==> src/rtl/instr_fetch_pkg.sv <==
// Shared definitions for the instruction fetch unit and the control unit:
// opcode values, opcode field width and fetch state encoding.
package instr_fetch_pkg;

   // The opcode occupies the top OPC_W bits of every instruction word.
   localparam int OPC_W = 5;

   localparam logic [OPC_W-1:0] OP_ENDOP = 5'd31;
   localparam logic [OPC_W-1:0] OP_NOP   = 5'd28;
   localparam logic [OPC_W-1:0] OP_JPNZ  = 5'd24;
   localparam logic [OPC_W-1:0] OP_JMPZ  = 5'd26;

   typedef enum logic [1:0] {
      IDLE  = 2'd0,
      FETCH = 2'd1,
      DRAIN = 2'd2,
      HALT  = 2'd3
   } fetch_state_t;

   function automatic logic is_endop(input logic [OPC_W-1:0] opc);
      return opc == OP_ENDOP;
   endfunction

endpackage

==> src/rtl/instr_fetch_fifo.sv <==
// Two-entry queue of fetched {pc, instr} pairs; head is visible combinationally.
// The caller never pushes into a full queue or pops an empty one.
module fetch_fifo #(
   parameter int WIDTH = 29
) (
   input  logic             clk,
   input  logic             rst,
   input  logic             flush,
   input  logic             push,
   input  logic [WIDTH-1:0] push_data,
   input  logic             pop,
   output logic [1:0]       count,
   output logic [WIDTH-1:0] head
);

   logic       wr_ptr_reg;
   logic       rd_ptr_reg;
   logic [1:0] count_reg;

   always_ff @(posedge clk) begin
      if (rst || flush) begin
         wr_ptr_reg <= 1'b0;
         rd_ptr_reg <= 1'b0;
         count_reg  <= 2'd0;
      end else begin
         if (push) wr_ptr_reg <= ~wr_ptr_reg;
         if (pop)  rd_ptr_reg <= ~rd_ptr_reg;
         count_reg <= count_reg + {1'b0, push} - {1'b0, pop};
      end
   end

   for (genvar gi = 0; gi < 2; gi++) begin : g_slot
      logic [WIDTH-1:0] data_reg;
      always_ff @(posedge clk) begin
         if (push && !flush && (wr_ptr_reg == 1'(gi)))
            data_reg <= push_data;
      end
   end

   assign count = count_reg;
   assign head  = rd_ptr_reg ? g_slot[1].data_reg : g_slot[0].data_reg;

endmodule

==> src/rtl/instr_fetch.sv <==
// Instruction fetch unit: prefetches into a 2-entry queue, follows redirects,
// and stops after the endop instruction has been handed to the control unit.
module instr_fetch
   import instr_fetch_pkg::*;
#(
   parameter int width_in  = 12,
   parameter int width_out = 17
) (
   input  logic                 clk,
   input  logic                 rst,
   input  logic                 start,
   output logic [width_in-1:0]  mem_addr,
   input  logic [width_out-1:0] mem_data,
   output logic [width_out-1:0] instr,
   output logic                 instr_valid,
   input  logic                 instr_ready,
   output logic [width_in-1:0]  pc_out,
   input  logic                 jump_en,
   input  logic [width_in-1:0]  jump_target,
   output logic                 halted
);

   localparam int ENTRY_W = width_in + width_out;
   localparam logic [width_in-1:0] ONE = {{(width_in-1){1'b0}}, 1'b1};

   fetch_state_t          state_reg, state_next;
   logic [width_in-1:0]   fpc_reg, fpc_next;
   logic [width_in-1:0]   tag_reg, tag_next;
   logic                  inflight_reg, inflight_next;

   logic [1:0]            count;
   logic [ENTRY_W-1:0]    head;
   logic [width_out-1:0]  head_instr;
   logic [width_in-1:0]   head_pc;
   logic [2:0]            occ;
   logic                  redirect, push, pop, issue, push_endop;

   fetch_fifo #(.WIDTH(ENTRY_W)) u_fifo (
      .clk       (clk),
      .rst       (rst),
      .flush     (redirect),
      .push      (push),
      .push_data ({tag_reg, mem_data}),
      .pop       (pop),
      .count     (count),
      .head      (head)
   );

   assign {head_pc, head_instr} = head;
   assign instr_valid = (count != 2'd0);
   assign instr       = instr_valid ? head_instr : '0;
   assign pc_out      = instr_valid ? head_pc : '0;
   assign mem_addr    = fpc_reg;
   assign halted      = (state_reg == HALT);

   assign redirect   = jump_en && ((state_reg == FETCH) || (state_reg == DRAIN));
   assign pop        = instr_valid && instr_ready && !jump_en;
   // Returns are only accepted while fetching; in DRAIN they are past the endop.
   assign push       = inflight_reg && (state_reg == FETCH) && !redirect;
   assign push_endop = push && is_endop(mem_data[width_out-1 -: OPC_W]);

   // Slots claimed once this cycle's transfer has freed its entry.
   assign occ   = {1'b0, count} + {2'b0, inflight_reg} - {2'b0, pop};
   assign issue = (state_reg == FETCH) && !redirect && !push_endop && (occ < 3'd2);

   always_comb begin
      state_next    = state_reg;
      fpc_next      = fpc_reg;
      tag_next      = tag_reg;
      inflight_next = 1'b0;
      case (state_reg)
         IDLE, HALT: begin
            if (start) begin
               state_next = FETCH;
               fpc_next   = '0;
            end
         end
         FETCH: begin
            if (redirect) begin
               fpc_next = jump_target;
            end else begin
               if (issue) begin
                  fpc_next      = fpc_reg + ONE;
                  tag_next      = fpc_reg;
                  inflight_next = 1'b1;
               end
               if (push_endop) state_next = DRAIN;
            end
         end
         DRAIN: begin
            if (redirect) begin
               state_next = FETCH;
               fpc_next   = jump_target;
            end else if (pop && is_endop(head_instr[width_out-1 -: OPC_W])) begin
               state_next = HALT;
            end
         end
         default: state_next = IDLE;
      endcase
   end

   always_ff @(posedge clk) begin
      if (rst) begin
         state_reg    <= IDLE;
         fpc_reg      <= '0;
         tag_reg      <= '0;
         inflight_reg <= 1'b0;
      end else begin
         state_reg    <= state_next;
         fpc_reg      <= fpc_next;
         tag_reg      <= tag_next;
         inflight_reg <= inflight_next;
      end
   end

endmodule
==> config.mk <==
export PLATFORM = sky130hd
export DESIGN_NAME = instr_fetch
export DESIGN_NICKNAME = d
export VERILOG_FILES = /design/src/rtl/instr_fetch_pkg.sv /design/src/rtl/instr_fetch_fifo.sv /design/src/rtl/instr_fetch.sv
export SDC_FILE = /design/constraint.sdc
export NUM_CORES = 1
export LEC_CHECK = 0
export ABC_AREA = 1
export BUFFER_PORTS_ARGS = -buffer_cell sky130_fd_sc_hd__buf_4
export CAP_MARGIN = 30
export CORE_UTILIZATION = 50
export CTS_CLUSTER_SIZE = 20
export DETAILED_ROUTE_END_ITERATION = 12
export PLACE_DENSITY = 0.85
export SLEW_MARGIN = 40
export SYNTH_ARGS = -nofsm -noshare
export SYNTH_HDL_FRONTEND = slang
export SYNTH_HIERARCHICAL = 1
export SYNTH_SLANG_ARGS = --single-unit
==> constraint.sdc <==
create_clock -name clk -period 3.94 [get_ports clk]
set_clock_uncertainty 0.2 [all_clocks]
set_input_delay 0.394 -clock clk [delete_from_list [all_inputs] [get_ports clk]]
set_output_delay 0.394 -clock clk [all_outputs]
set_load 0.02 [all_outputs]
==> flow_metrics.env, run 1 <==
export IMPL_maxCapViolCount=0
export IMPL_vias=3050
export IMPL_grt_busiest_layer="met2"
export IMPL_reg2regPathDepth=14
export IMPL_track_usage=0.202
export IMPL_overflow=0
export IMPL_grt_pass1_vias=2913
export IMPL_dp_cells=584
export IMPL_holdPathEnd="u_fifo/g_slot[0].data_reg[3]$_DFFE_PP_"
export IMPL_drtIter0Drc=140
export IMPL_fin_crit_ns=3.18
export IMPL_min_from="mem_data[3]"
export IMPL_finalHoldViolCount=0
export IMPL_initial_core_util=0.526
export IMPL_avgViaCountPerCell=5.08
export IMPL_final_cells=600
export IMPL_syn_instance_count=416
export IMPL_worst_pin_slew_ns=0.626
export IMPL_hold_path_class="input port to flip-flop"
export IMPL_largest_reg_flops=58
export IMPL_setup_tns_ns=0
export IMPL_nets=536
export IMPL_rsz0062_at_grt="no"
export IMPL_cts_hold_buf=0
export IMPL_cts_resized=0
export IMPL_synth_distinct_cells=29
export IMPL_wl_per_cell_um=13.4
export IMPL_grt_max_degree=30
export IMPL_r2r_start="u_fifo/count[1]$_SDFF_PP0_"
export IMPL_drtPass1Iterations=4
export IMPL_die_h_um=92.9
export IMPL_ys_seq_area_frac=0.572
export IMPL_cts_root_buf="clkbuf_8"
export IMPL_cts_buffers=9
export IMPL_min_period_over_period=0.806
export IMPL_drc=0
export IMPL_path_clk_slew_ns=0.10
export IMPL_crit_path_end_kind="flip-flop"
export IMPL_slew_headroom=0.581
export IMPL_synth_area_mm2=0.00413
export IMPL_avgSynthCellArea_um2=9.93
export IMPL_met3_usage=0.0337
export IMPL_ios=77
export IMPL_fillers=632
export IMPL_cts_max_level=3
export IMPL_antenna_found_initial=0
export IMPL_use_met1=0.262
export IMPL_p_per_area_mw_per_mm2=518
export IMPL_irDropWorstVdd_v=0.000319
export IMPL_clk_latency_ns=0.36
export IMPL_synth_seq_cells=89
export IMPL_cts_tree="yes"
export IMPL_setup_viol_count_final=0
export IMPL_dieArea_mm2=0.00863
export IMPL_path_class="flip-flop to flip-flop"
export IMPL_totalWireLength_um=8040
export IMPL_slew_viol_final=0
export IMPL_drive_gt1_frac=0.289
export IMPL_final_common_cell="buf_4"
export IMPL_die_w_um=92.9
export IMPL_cts_setup_buffers=0
export IMPL_required_ns=4.03
export IMPL_dpl_hpwl_um=5730
export IMPL_cts_sinks=89
export IMPL_use_met2=0.336
export IMPL_port_buffers=76
export IMPL_grt_pass1_wl_um=13600
export IMPL_hold_path_depth=1
export IMPL_status="finished clean"
export IMPL_path_max_fanout=20
export IMPL_antennaDiodeCount=0
export IMPL_clock_path_buffers=2
export IMPL_fmax_mhz=315
export IMPL_ant_nets=0
export IMPL_yosys_warnings=6
export IMPL_timing_rr_end="tag_reg[10]$_SDFFE_PP0P_"
export IMPL_start_kind="flip-flop"
export IMPL_rows=32
export IMPL_syn2layout_area_growth_pct=21.2
export IMPL_p_leak_nw=2.11
export IMPL_cp_arrival_ns=3.27
export IMPL_rrSetupSlack_ns=0.76
export IMPL_final_cell_mix="buf_4, nand2_1, inv_1"
export IMPL_routabilityCongestion=0.889
export IMPL_synth_nets=459
export IMPL_core_area_mm2=0.00785
-- cell usage after synthesis, drive strengths merged --
cell / count / area share
a21oi: 26 / 0.031
buf: 10 / 0.018
clkbuf: 3 / 0.0027
dfxtp: 31 / 0.15
edfxtp: 58 / 0.42
fa: 1 / 0.0048
ha: 8 / 0.024
inv: 61 / 0.055
mux2: 29 / 0.079
nand2: 78 / 0.079
nand3: 17 / 0.023
nand4: 7 / 0.011
nor2: 55 / 0.058
nor3: 4 / 0.0061
nor3b: 1 / 0.0018
o21ai: 23 / 0.028
o21bai: 1 / 0.0018
or2: 2 / 0.0030
xnor2: 1 / 0.0021
-- worst max path at each step --
| stage | from | slack (ns) | depth (start not counted) | to |
|---|---|---|---|---|
| detailed placement | u_fifo/count[1]$_SDFF_PP0_ | 0.79 | 14 | tag_reg[10]$_SDFFE_PP0P_ |
| global route | u_fifo/count[1]$_SDFF_PP0_ | 0.46 | 14 | tag_reg[10]$_SDFFE_PP0P_ |
| global placement | u_fifo/count[1]$_SDFF_PP0_ | 1.02 | 14 | tag_reg[5]$_SDFFE_PP0P_ |
| floorplan | state_reg[0]$_SDFFE_PP0P_ | 0.14 | 6 | u_fifo/g_slot[0].data_reg[0]$_DFFE_PP_ |
| CTS | u_fifo/count[1]$_SDFF_PP0_ | 0.75 | 14 | tag_reg[10]$_SDFFE_PP0P_ |
| finish | u_fifo/count[1]$_SDFF_PP0_ | 0.76 | 14 | tag_reg[10]$_SDFFE_PP0P_ |
-- cell families after synthesis --
logic type,count (synthesis),share of synthesized area
mux,29,0.0790
flops,89,0.572
fa+ha+maj,9,0.0291
buf+inv,74,0.0757
simple gates,164,0.181
xor+xnor,1,0.00212
compound gates,50,0.0612
-- per-stage QoR --
stage	hold slack [ns]	setup WS (ns)	total power (W)	instance area, um2	util
2_1_floorplan	0.220	0.140	0.00173	4130	-
3_3_place_gp	0.232	1.02	0.00189	4780	0.609
3_5_place_dp	0.240	0.791	0.00194	4780	0.610
4_1_cts	0.00631	0.751	0.00260	5000	0.638
5_1_grt	0.0136	0.460	0.00274	5010	0.638
6_report	0.0198	0.764	0.00259	5010	0.638
-- critical path, stage by stage (launching register included) --
cell and delay (ns):
dfxtp_1 0.46, inv_1 0.09, nand2_1 0.13, nand2_1 0.09, nor2_1 0.25, ha_1 0.29, inv_1 0.05, nand2_1 0.06
fa_1 0.52, nand3_2 0.10, nor2_4 0.11, nand2_4 0.08, inv_1 0.37, o21ai_0 0.16, a21oi_1 0.15
-- where the power goes --
group	total, W	internal [W]	leakage (nW)	switching (W)
combinational	0.000722	0.000244	1.22	0.000478
clock	0.000674	0.000339	0.114	0.000336
sequential	0.00120	0.00112	0.779	0.0000751
-- metal layers --
metal  part of all wire  wire length, um
met5                  0                0
met1               0.45             3630
met2               0.48             3860
met4              0.016              132
met3              0.052              415
-- layout make-up --
class / instances / area (um2) / share of cell area
Clock buffer: 10 / 149 / 0.0297
Inverter: 61 / 229 / 0.0457
Sequential cell: 89 / 2360 / 0.472
Timing Repair Buffer: 79 / 593 / 0.118
Clock inverter: 6 / 70.1 / 0.0140
Tap cell: 102 / 128 / 0.0255
Multi-Input combinational cell: 253 / 1480 / 0.295
Power figures use the tool's default switching activity.
==> run 2: changes to the inputs <==
- clock period: 3.94 -> 2.88 ns (I/O delays scaled with it)
==> flow_metrics.env, run 2 (same netlist as run 1, synthesis figures left out) <==
export IMPL_worst_pin_slew_ns=0.509
export IMPL_cts_max_level=3
export IMPL_wl_per_cell_um=13.9
export IMPL_clk_latency_ns=0.36
export IMPL_crit_path_end_kind="flip-flop"
export IMPL_cts_buffers=9
export IMPL_path_clk_slew_ns=0.09
export IMPL_drc=0
export IMPL_nets=560
export IMPL_rows=32
export IMPL_fillers=613
export IMPL_path_max_fanout=8
export IMPL_cts_root_buf="clkbuf_8"
export IMPL_cts_sinks=89
export IMPL_drtPass1Iterations=5
export IMPL_hold_path_class="input port to flip-flop"
export IMPL_slew_viol_final=0
export IMPL_grt_pass1_vias=3148
export IMPL_core_area_mm2=0.00785
export IMPL_clock_path_buffers=2
export IMPL_finalHoldViolCount=0
export IMPL_irDropWorstVdd_v=0.000408
export IMPL_cts_tree="yes"
export IMPL_required_ns=2.97
export IMPL_drive_gt1_frac=0.291
export IMPL_p_per_area_mw_per_mm2=674
export IMPL_grt_pass1_wl_um=14300
export IMPL_routabilityCongestion=0.899
export IMPL_cp_arrival_ns=2.83
export IMPL_start_kind="flip-flop"
export IMPL_antenna_found_initial=0
export IMPL_fin_crit_ns=2.74
export IMPL_maxCapViolCount=0
export IMPL_largest_reg_flops=58
export IMPL_status="finished clean"
export IMPL_slew_headroom=0.660
export IMPL_port_buffers=76
export IMPL_setup_viol_count_final=0
export IMPL_overflow=0
export IMPL_syn2layout_area_growth_pct=27.0
export IMPL_utilization=0.669
export IMPL_vias=3131
export IMPL_ios=77
export IMPL_totalWireLength_um=8670
export IMPL_final_area_mm2=0.00525
export IMPL_drtIter0Drc=185
export IMPL_fmax_mhz=364
export IMPL_dpl_hpwl_um=6010
export IMPL_ant_nets=0
export IMPL_final_cell_mix="buf_4, nand2_1, inv_1"
export IMPL_antennaDiodeCount=0
export IMPL_die_h_um=92.9
export IMPL_track_usage=0.216
export IMPL_final_common_cell="buf_4"
export IMPL_die_w_um=92.9
export IMPL_dieArea_mm2=0.00863
export IMPL_initial_core_util=0.526
export IMPL_avgViaCountPerCell=5.02
export IMPL_p_leak_nw=2.20
export IMPL_placed_cell_area_mm2=0.00484
export IMPL_path_class="flip-flop to flip-flop"
export IMPL_grt_max_degree=30
export IMPL_min_period_over_period=0.953
## run 2: cell count changes in the layout (fill, tap and decap cells not counted), moves of 2 or more
cell / delta
dlygate4sd3_1: +17
buf_4: +6
clkinvlp_4: +2
dfxtp_1: -2
## run 2: repair_timing
action                                 in CTS  in global routing
pin swaps                                   0                  2
resized for setup                           2                  5
setup buffers                               0                  2
setup endpoints to repair                  12                 21
hold buffers                               17                  0
endpoints found under the hold margin      34                  0
## run 2: cell type report
type | count | area (um2) | area share
clock buffer | 10 | 128 | 0.0243
sequential | 89 | 2370 | 0.451
clock inverter | 6 | 66.3 | 0.0126
timing repair buffer | 103 | 828 | 0.158
inverter | 61 | 229 | 0.0436
multi-input combinational | 253 | 1500 | 0.286
tap | 102 | 128 | 0.0243
## run 2: metal layers
layer,vias to the layer above,GRT usage,wire length [um]
met5,-,0,0
met4,0,0.0923,114
met3,11,0.0394,490
met2,105,0.377,4280
met1,1446,0.260,3790
li1,1569,-,-
## run 2: per-stage QoR
step	TNS, ns	power [W]	setup slack, ns	std cells	hold WS [ns]
6_report	0	0.00354	0.135	624	0.0567
5_1_grt	-0.0551	0.00373	-0.0290	624	0.0498
4_1_cts	0	0.00354	0.0740	622	0.0383
3_5_place_dp	-0.0952	0.00267	-0.0208	589	0.238
3_3_place_gp	0	0.00262	0.217	589	0.233
2_1_floorplan	-2.66	0.00237	-0.0459	416	0.157
## run 2: worst max-delay path, stage by stage (launching register included)
cell and delay [ns]:
dfxtp_4 0.37, inv_1 0.06, nand2_2 0.09, nand2_1 0.08, nor2_2 0.13, ha_1 0.23
inv_1 0.06, nand2_1 0.08, fa_1 0.51, nand3_2 0.10, nor2_4 0.11, nand2_4 0.09
nand2_8 0.09, nand2_4 0.05, nor2_4 0.20, nand2_1 0.08, a21oi_1 0.13
## run 2: report_power, final
group | total [W] | internal [W] | switching [W]
combinational | 0.00105 | 0.000386 | 0.000669
clock | 0.000845 | 0.000403 | 0.000442
sequential | 0.00164 | 0.00153 | 0.000106
total | 0.00354 | 0.00232 | 0.00122
## run 2: worst paths after layout
| path | start | depth (start not counted) | end | slack [ns] |
|---|---|---|---|---|
| worst max-delay path | u_fifo/count[1]$_SDFF_PP0_ | 16 | mem_addr[5]$_SDFFE_PP0P_ | 0.14 |
| worst min-delay path | rst | 2 | mem_addr[11]$_SDFFE_PP0P_ | 0.06 |
| worst max register to register | u_fifo/count[1]$_SDFF_PP0_ | 16 | mem_addr[5]$_SDFFE_PP0P_ | 0.14 |
| worst min register to register | tag_reg[6]$_SDFFE_PP0P_ | 0 | u_fifo/g_slot[0].data_reg[23]$_DFFE_PP_ | 0.27 |
